==> config.mk <==
export PLATFORM = sky130hd
export DESIGN_NAME = lpc_frame_scheduler
export DESIGN_NICKNAME = d
export VERILOG_FILES = /design/src/rtl/lpc_sched_pkg.sv /design/src/rtl/lpc_watchdog.sv /design/src/rtl/lpc_frame_scheduler.sv
export SDC_FILE = /design/constraint.sdc
export NUM_CORES = 1
export LEC_CHECK = 0
export ABC_AREA = 1
export BUFFER_PORTS_ARGS = -buffer_cell sky130_fd_sc_hd__buf_2
export CORE_ASPECT_RATIO = 0.5
export CORE_MARGIN = 2
export CORE_UTILIZATION = 55
export CTS_CLUSTER_DIAMETER = 60
export CTS_CLUSTER_SIZE = 24
export DETAILED_ROUTE_END_ITERATION = 7
export GPL_TIMING_DRIVEN = 0
export PLACE_DENSITY = 0.77
export SKIP_CTS_REPAIR_TIMING = 1
export SLEW_MARGIN = 15
export SYNTH_ARGS = -nofsm -noshare
export SYNTH_HDL_FRONTEND = slang
export SYNTH_HIERARCHICAL = 1
export SYNTH_SLANG_ARGS = --single-unit
==> constraint.sdc <==
create_clock -name clk -period 3.6 [get_ports clk]
set_input_delay 0.18 -clock clk [delete_from_list [all_inputs] [get_ports clk]]
set_output_delay 0.18 -clock clk [all_outputs]
set_load 0.01 [all_outputs]
==> src/rtl/lpc_sched_pkg.sv <==
// Shared definitions for the LPC frame scheduler: FSM state encoding, error codes, default watchdog limit.
// Latency: n/a (constants and a pure helper function only).
// Backpressure: n/a.
package lpc_sched_pkg;

   localparam logic [2:0] ST_IDLE  = 3'd0;
   localparam logic [2:0] ST_ACORR = 3'd1;
   localparam logic [2:0] ST_LEV   = 3'd2;
   localparam logic [2:0] ST_IFILT = 3'd3;
   localparam logic [2:0] ST_HOLD  = 3'd4;

   localparam logic [1:0] ERR_NONE     = 2'd0;
   localparam logic [1:0] ERR_OVERRUN  = 2'd1;
   localparam logic [1:0] ERR_UNSTABLE = 2'd2;
   localparam logic [1:0] ERR_TIMEOUT  = 2'd3;

   localparam int TIMEOUT_DEFAULT = 65535;

   // States in which a pipeline stage is running and the watchdog is armed.
   function automatic logic is_stage_state(input logic [2:0] st);
      return (st == ST_ACORR) || (st == ST_LEV) || (st == ST_IFILT);
   endfunction

endpackage

==> src/rtl/lpc_watchdog.sv <==
// Stage watchdog: counts cycles while enabled and flags expiry once TIMEOUT cycles have been spent.
// Latency: expired is combinational on the current count; the clear takes effect on the next cycle.
// Backpressure: none; the counter holds at the limit until cleared.
module lpc_watchdog #(
   parameter int TIMEOUT = 65535
) (
   input  logic clk,
   input  logic reset,
   input  logic clr,
   input  logic en,
   output logic expired
);

   localparam int W = $clog2(TIMEOUT + 1);

   logic [W-1:0] cnt;

   // The cycle in which cnt equals TIMEOUT-1 is the TIMEOUT-th cycle in the state, so that is the last one allowed.
   assign expired = en && (cnt >= W'(TIMEOUT - 1));

   // Cycle counter: cleared on every state change, advances only while a stage is running.
   always_ff @(posedge clk or negedge reset) begin
      if (!reset) begin
         cnt <= '0;
      end else if (clr) begin
         cnt <= '0;
      end else if (en && !expired) begin
         cnt <= cnt + W'(1);
      end
   end

endmodule

==> src/rtl/lpc_frame_scheduler.sv <==
// Frame sequencer for the LPC encoder (autocorr -> Levinson -> inverse filter) over a two-bank ping-pong buffer.
// Latency: stage start pulses one cycle after the triggering done/full; acorr_start 2 cycles after res_ack when a bank waits.
// Backpressure: frame_ready drops when the load bank is still full; residue held until res_ack. Option: LPC_SCHED_PERF_EN.
module lpc_frame_scheduler
   import lpc_sched_pkg::*;
#(
   parameter int FRAME_LEN = 256,
   parameter int TIMEOUT   = TIMEOUT_DEFAULT,
   parameter int CNT_W     = 16
) (
   input  logic             clk,
   input  logic             reset,
   input  logic             frame_valid,
   output logic             frame_ready,
   output logic             load_bank,
   output logic             proc_bank,
   output logic             acorr_start,
   input  logic             acorr_done,
   output logic             lev_start,
   input  logic             lev_done,
   input  logic             lev_error,
   output logic             if_start,
   input  logic             if_done,
   output logic             res_valid,
   input  logic             res_ack,
   output logic             busy,
   output logic             err,
   output logic [1:0]       err_code,
   input  logic             err_clr,
   output logic [CNT_W-1:0] frame_count
`ifdef LPC_SCHED_PERF_EN
   ,
   output logic [31:0]      frame_cycles
`endif
);

   // FRAME_LEN is addressing information owned by the loader; only sanity-checked here.
   if (FRAME_LEN < 1 || TIMEOUT < 1 || CNT_W < 1) begin : g_param_check
      $error("lpc_frame_scheduler: FRAME_LEN, TIMEOUT and CNT_W must be positive");
   end

   logic [2:0] state;
   logic [2:0] state_nx;
   logic [1:0] full;
   logic [1:0] full_nx;
   logic       release_bank;
   logic       timeout_hit;
   logic       unstable_hit;
   logic       load_accept;
   logic       overrun;
   logic       wd_expired;

   assign frame_ready = ~full[load_bank];
   assign load_accept = frame_valid & frame_ready;
   assign overrun     = frame_valid & ~frame_ready;
   assign busy        = (state != ST_IDLE);

   lpc_watchdog #(
      .TIMEOUT (TIMEOUT)
   ) u_watchdog (
      .clk     (clk),
      .reset   (reset),
      .clr     (state_nx != state),
      .en      (is_stage_state(state)),
      .expired (wd_expired)
   );

   // Next-state decode; the watchdog wins over a done pulse landing in the same cycle.
   always_comb begin
      state_nx     = state;
      release_bank = 1'b0;
      timeout_hit  = 1'b0;
      unstable_hit = 1'b0;
      case (state)
         ST_IDLE: begin
            if (full[proc_bank]) state_nx = ST_ACORR;
         end
         ST_ACORR: begin
            if (wd_expired) begin
               state_nx = ST_IDLE; release_bank = 1'b1; timeout_hit = 1'b1;
            end else if (acorr_done) begin
               state_nx = ST_LEV;
            end
         end
         ST_LEV: begin
            if (wd_expired) begin
               state_nx = ST_IDLE; release_bank = 1'b1; timeout_hit = 1'b1;
            end else if (lev_done && lev_error) begin
               state_nx = ST_IDLE; release_bank = 1'b1; unstable_hit = 1'b1;
            end else if (lev_done) begin
               state_nx = ST_IFILT;
            end
         end
         ST_IFILT: begin
            if (wd_expired) begin
               state_nx = ST_IDLE; release_bank = 1'b1; timeout_hit = 1'b1;
            end else if (if_done) begin
               state_nx = ST_HOLD;
            end
         end
         ST_HOLD: begin
            if (res_ack) begin
               state_nx = ST_IDLE; release_bank = 1'b1;
            end
         end
         default: state_nx = ST_IDLE;
      endcase
   end

   // Bank occupancy: a release and a load in one cycle always hit different banks, so both apply.
   always_comb begin
      full_nx = full;
      if (release_bank) full_nx[proc_bank] = 1'b0;
      if (load_accept)  full_nx[load_bank] = 1'b1;
   end

   // FSM state, bank pointers and the completed/aborted frame counter.
   always_ff @(posedge clk or negedge reset) begin
      if (!reset) begin
         state       <= ST_IDLE;
         full        <= 2'b00;
         load_bank   <= 1'b0;
         proc_bank   <= 1'b0;
         frame_count <= '0;
      end else begin
         state <= state_nx;
         full  <= full_nx;
         if (load_accept)  load_bank <= ~load_bank;
         if (release_bank) begin
            proc_bank   <= ~proc_bank;
            frame_count <= frame_count + CNT_W'(1);
         end
      end
   end

   // Start pulses fire in the first cycle of each stage state; res_valid tracks the HOLD state.
   always_ff @(posedge clk or negedge reset) begin
      if (!reset) begin
         acorr_start <= 1'b0;
         lev_start   <= 1'b0;
         if_start    <= 1'b0;
         res_valid   <= 1'b0;
      end else begin
         acorr_start <= (state_nx == ST_ACORR) && (state != ST_ACORR);
         lev_start   <= (state_nx == ST_LEV)   && (state != ST_LEV);
         if_start    <= (state_nx == ST_IFILT) && (state != ST_IFILT);
         res_valid   <= (state_nx == ST_HOLD);
      end
   end

   // Sticky error: timeout over unstable over overrun, and any new error beats err_clr.
   always_ff @(posedge clk or negedge reset) begin
      if (!reset) begin
         err      <= 1'b0;
         err_code <= ERR_NONE;
      end else if (timeout_hit) begin
         err      <= 1'b1;
         err_code <= ERR_TIMEOUT;
      end else if (unstable_hit) begin
         err      <= 1'b1;
         err_code <= ERR_UNSTABLE;
      end else if (overrun) begin
         err      <= 1'b1;
         err_code <= ERR_OVERRUN;
      end else if (err_clr) begin
         err      <= 1'b0;
         err_code <= ERR_NONE;
      end
   end

`ifdef LPC_SCHED_PERF_EN
   logic [31:0] perf_cnt;

   // Cycles from the acorr_start cycle to the release cycle, saturating; latched when the bank is released.
   always_ff @(posedge clk or negedge reset) begin
      if (!reset) begin
         perf_cnt     <= '0;
         frame_cycles <= '0;
      end else begin
         if (state == ST_IDLE && state_nx == ST_ACORR) begin
            perf_cnt <= '0;
         end else if (busy && perf_cnt != '1) begin
            perf_cnt <= perf_cnt + 32'd1;
         end
         if (release_bank) frame_cycles <= perf_cnt;
      end
   end
`endif

endmodule

After elaboration in Yosys (flattened, before gate mapping)
Cells that the tools add are included.

word-level totals
  flip-flop bits (word level) = 46
  output and inout bits = 27
  logic and storage cells = 94
  bits of input ports = 9

operators by class
  eq/ne operators = 12
  $lt $le $gt $ge = 5
  $add $sub $neg = 2
  bitwise operators = 8
  reductions and logical operators = 17
  muxes and demuxes = 38

operator list
  kind                                                                  count
  16-bit by 1-bit adder with 16-bit output, second input constant       2
  16-bit 2-to-1 mux                                                     2
  3-bit 2-to-1 mux                                                      9
  1-bit 2-to-1 mux                                                      17
  16-bit >= comparator, second input constant                           1
  3-bit one-hot mux with 5 select lines                                 1
  3-bit by 2-bit == test with 1-bit output, second input constant       4
  2-bit 2-to-1 mux                                                      6
  1-bit logical AND                                                     8
  3-bit by 1-bit == test with 1-bit output, second input constant       2
  3-bit == test, second input constant                                  2
  3-bit by 2-bit != test with 1-bit output, second input constant       2
  1-bit by 2-bit < comparator with 1-bit output, second input constant  2
  4-bit nonzero test                                                    1
  3-bit logical NOT                                                     1
  3-bit by 1-bit != test with 1-bit output, second input constant       1
  3-bit != test                                                         1
  1-bit NOT                                                             3
  1-bit one-hot mux with 3 select lines                                 1
  3-bit nonzero test                                                    1
  3-bit OR reduction                                                    1
  1-bit AND                                                             2
  2-bit AND                                                             1
  1-bit demux with 1-bit select                                         2
  other kinds (7)                                                       9

Depth between registers and ports, before layout
  depth after elaboration = 9
  depth in mapped cells = 17
  mapped depth without buffers = 16

Modules after synthesis
Netlist, hierarchy kept.

modules (own cells, without submodules)
  module               sequential area each (µm²)  area each (µm²)  instances  cells each
  lpc_frame_scheduler  750.7                       1,681.6          1          220
  lpc_watchdog         400.4                       1,056.0          1          156

Least setup slack after synthesis
OpenSTA, ideal clock, no wires.

  path kind = flip-flop to flip-flop
  start point = reg u_watchdog.cnt[0]
  end point = reg u_watchdog.cnt[13]
  cell stages (with the launch flop) = 18
  library setup time = 119 ps
  buffers on the path = 2
  data arrival time = 2,440 ps
  data required time = 3,481 ps
  clock period less this slack = 2,558 ps
  setup slack = 1,042 ps
  path through = dfrtp_1 inv_1 ha_1 nor2_1 nor2_1 nand2_1 nor3_1 nor2_1 nand3_1 nand2_1 a21oi_1 nor2_1 nand3_1 clkbuf_1 inv_1 buf_1 nand4_1 nand2_1

between the ends
  longest elaborated chain between the ends = 6
  elaborated cells between the ends (all ways) = 13
  classes of those cells = add/sub (1); order compare (1); eq/ne (1); mux (6); reduce/logical (4)

RTL lines
  what                                                            RTL line                                                                         RTL
  start, declared                                                 lpc_watchdog.sv:16                                                               logic [W-1:0] cnt;
  start signal, assigned                                          lpc_watchdog.sv:28                                                               cnt <= cnt + W'(1);
  16-bit >= comparator *                                          lpc_watchdog.sv:19                                                               assign expired = en && (cnt >= W'(TIMEOUT - 1));
  1-bit logical AND *                                             lpc_watchdog.sv:19
  net wd_expired                                                  lpc_frame_scheduler.sv:51                                                        logic wd_expired;
  3-bit 2-to-1 mux, on equally long branches                      lpc_frame_scheduler.sv:95, lpc_frame_scheduler.sv:79, lpc_frame_scheduler.sv:86
  3-bit one-hot mux with 5 select lines                           lpc_frame_scheduler.sv:74                                                        case (state)
  3-bit != test                                                   lpc_frame_scheduler.sv:63                                                        .clr (state_nx != state),
  16-bit 2-to-1 mux / 2-bit nonzero test (equally long branches)  -

Mark *: on every way through the listed nets, which the timed path passes. The rest lies on a longest branch. The select of a mux whose other input is x is not followed.
A chain may end at the register's enable or synchronous reset.

Worst setup path in the final report
  start point = reg u_watchdog.cnt[0]
  end point = reg u_watchdog.cnt[5]

Same word-level chain as after synthesis.

==> impl_metrics.tcl <==
set metrics [dict create \
    path_cells "inv_1, ha_1, nor2_1, nor2_1, nand2_1, nor3_2, nor2_1, nand3_1, nand2_1, a21oi_1, nor2_1, nand3_1, clkbuf_1, inv_1, buf_1, nand3_1, nand2_1" \
    ir_worst_vdd_mv 0.2918 \
    row_count 18 \
    cp.required_ns 3.80 \
    ys_warn_count 6 \
    tightest_slew_ns 0.5694 \
    setup_slack_ns 0.6609 \
    wl_per_cell_um 12.11 \
    areaGrowthSynthToFinish_pct 14.99 \
    crit_path_top_delay_cell "dfrtp_1" \
    die_h_um 53.89 \
    drtIter0Drc 161 \
    fillCellCount 421 \
    final_area_sq_um 3148 \
    antenna_found_initial 0 \
    grt_overflow_total 0 \
    max_slew_margin_pct 61.64 \
    cts_buffers 5 \
    rsz0062_at_grt "false" \
    ys_ff_latch 46 \
    core-area_sq_um 4865 \
    clkSinkCount 46 \
    via_count 2519 \
    maxSlewViolCount 0 \
    avgSynthCellArea_sq_um 7.281 \
    cts_tree "yes" \
    grt_pass1_vias 2387 \
    nNetsFinal 432 \
    ys_types 31 \
    crit_family "simple AND/OR/NAND/NOR gates" \
    n_antenna_cell 0 \
    io_buffers 35 \
    yosysSeqAreaShare_pct 42.05 \
    wl_mm 5.948 \
    power_density_nw_per_um2 573.7 \
    critical_path_class "flop to flop" \
    track_usage_pct 22.73 \
    drive_gt1_share_pct 17.58 \
    clock_skew_ns 0.01073 \
    routed_via_density 5.130 \
    clk_pin_slew_ns 0.09 \
    drv_cap 0 \
    grt_max_degree 47 \
    hold_viol_final 0 \
    fin_tns_setup_ns 0 \
    dr.pass1.iters 4 \
    netlist_area_sq_um 2738 \
    syn-num-nets 388 \
    drc_errors 0 \
    finalSetupViolCount 0 \
    fin_crit_sh_pct 81.64 \
    die_w_um 103.8 \
    ant_nets 0 \
    placed_cell_area_sq_um 3000 \
    multiInputGateArea_sq_um 1369 \
    critPathBufInv 4 \
    power.leakage_uw 0.001705 \
    routabilityCongestion 0.8900 \
    io_pins 36 \
    syn_inst 376 \
    start_util_pct 56.28 \
    worstPathMaxFanout 10 \
    status "finished clean" \
    die-area_sq_um 5592 \
    hold_slack_ns 0.1790 \
    hpwl_mm 4.330 \
    pre_cts_slack_ns 0.4461 \
    cts_buffer_depth 2 \
    regArea_sq_um 1151 \
    crit_path_max_incr_delay_ns 0.42 \
    grt_pass1_wl_mm 9.922 \
    hp-class "primary input to flop" \
    clk_latency_ns 0.31 \
    start_kind "flop" \
    clockRootBuffer "clkbuf_8" \
    p_total_uw 1806 \
    min_period_ns 2.939 \
    cp.arrival_ns 3.14 \
    fmax_mhz 340.2 \
    cpMostUsedCell "nor2_1" \
    htreeDepth 2 \
    cp-end-kind "flop" \
]
-- tightest hold or removal path, cell delays in order --
cell and delay (ns):
buf_2 0.08, inv_1 0.05, nand2_1 0.06, nand3_1 0.07
-- through the flow --
step / util, % / std cells
after floorplan: - / 376
after global placement: 61.68 / 481
after detailed placement: 61.68 / 481
after CTS: 63.99 / 489
after global routing: 64.71 / 491
final: 64.71 / 491
-- cells in the final DEF (no fill, tap or decap), drive strengths merged --
| cell | count |
|---|---|
| dlygate4sd3 | 1 |
| nand4 | 16 |
| a21o | 3 |
| clkinv | 1 |
| ha | 3 |
| bufinv | 1 |
| nor4 | 1 |
| o21ai | 6 |
| clkbuf | 6 |
| a21oi | 5 |
| xor2 | 11 |
| nand3 | 31 |
| inv | 47 |
| dfrtp | 46 |
| buf | 42 |
| nand3b | 1 |
| nor2 | 47 |
| xnor2 | 3 |
| nand2 | 139 |
| o21bai | 1 |
| nor3 | 9 |
| and3 | 1 |
-- registers in the layout (all words and copies together) (netlist names) --
register	count
acorr_start	1
err	1
err_code	2
frame_count	16
full	2
if_start	1
lev_start	1
load_bank	1
proc_bank	1
res_valid	1
state	3
u_watchdog/cnt	16
-- per-layer routing --
layer | global-route usage (%) | vias up | wire length [um]
met5 | 0 | - | 0
met4 | 9.910 | 0 | 95
met3 | 4.722 | 9 | 245
met2 | 43.71 | 60 | 2979
met1 | 25.83 | 1182 | 2628
li1 | - | 1268 | -
-- where the power goes --
group | internal [uW] | total, uW | switching (uW)
sequential | 605 | 688 | 83.4
clock | 208 | 398 | 190
combinational | 242 | 720 | 478
total | 1060 | 1810 | 750
-- synth_stat cells (all sizes together) --
cell / number / share of area, %
o21bai: 1 / 0.27
clkbuf: 1 / 0.14
xnor2: 3 / 1.5
nand4: 16 / 3.7
nor4: 1 / 0.23
nor3: 9 / 1.8
nand3: 31 / 6.1
nor2: 47 / 7.7
a21o: 3 / 0.82
buf: 6 / 1.7
xor2: 11 / 3.5
o21ai: 6 / 1.1
and3: 1 / 0.23
a21oi: 5 / 0.91
dfrtp: 46 / 42
nand2: 139 / 20
nand3b: 1 / 0.27
ha: 3 / 1.4
inv: 46 / 6.3
-- worst paths after layout --
| path | start | to | slack (ns) | cells after the start |
|---|---|---|---|---|
| min | err_clr | err | 0.18 | 4 |
| max reg2reg | u_watchdog/cnt[0] | u_watchdog/cnt[5] | 0.66 | 17 |
| max | u_watchdog/cnt[0] | u_watchdog/cnt[5] | 0.66 | 17 |
| min in group asynchronous | reset | frame_count[0] | 0.32 | 2 |
| max in group asynchronous | reset | u_watchdog/cnt[8] | 2.77 | 3 |
| min reg2reg | err | err | 0.51 | 2 |
-- kinds of logic (layout without fill, tap and decap cells) --
kind of cell	Yosys count	after routing	share of synthesized area, %
AOI/OAI and AO/OA	15	15	3.107
xor gates and xnor gates	14	14	5.027
adders and majority gates	3	3	1.371
buffers and inverters	53	98	8.134
DFF	46	46	42.05
and+or+nand+nor	245	245	40.31
-- layout make-up --
cell class / instances / area share, %
Clock buffer: 5 / 2.186
Timing Repair Buffer: 37 / 6.518
Multi-Input combinational cell: 277 / 43.48
Sequential cell: 46 / 36.57
Buffer: 7 / 1.590
Clock inverter: 3 / 1.391
Tap cell: 70 / 2.782
Inverter: 46 / 5.485
No activity file was read; power rests on OpenSTA's default activity.
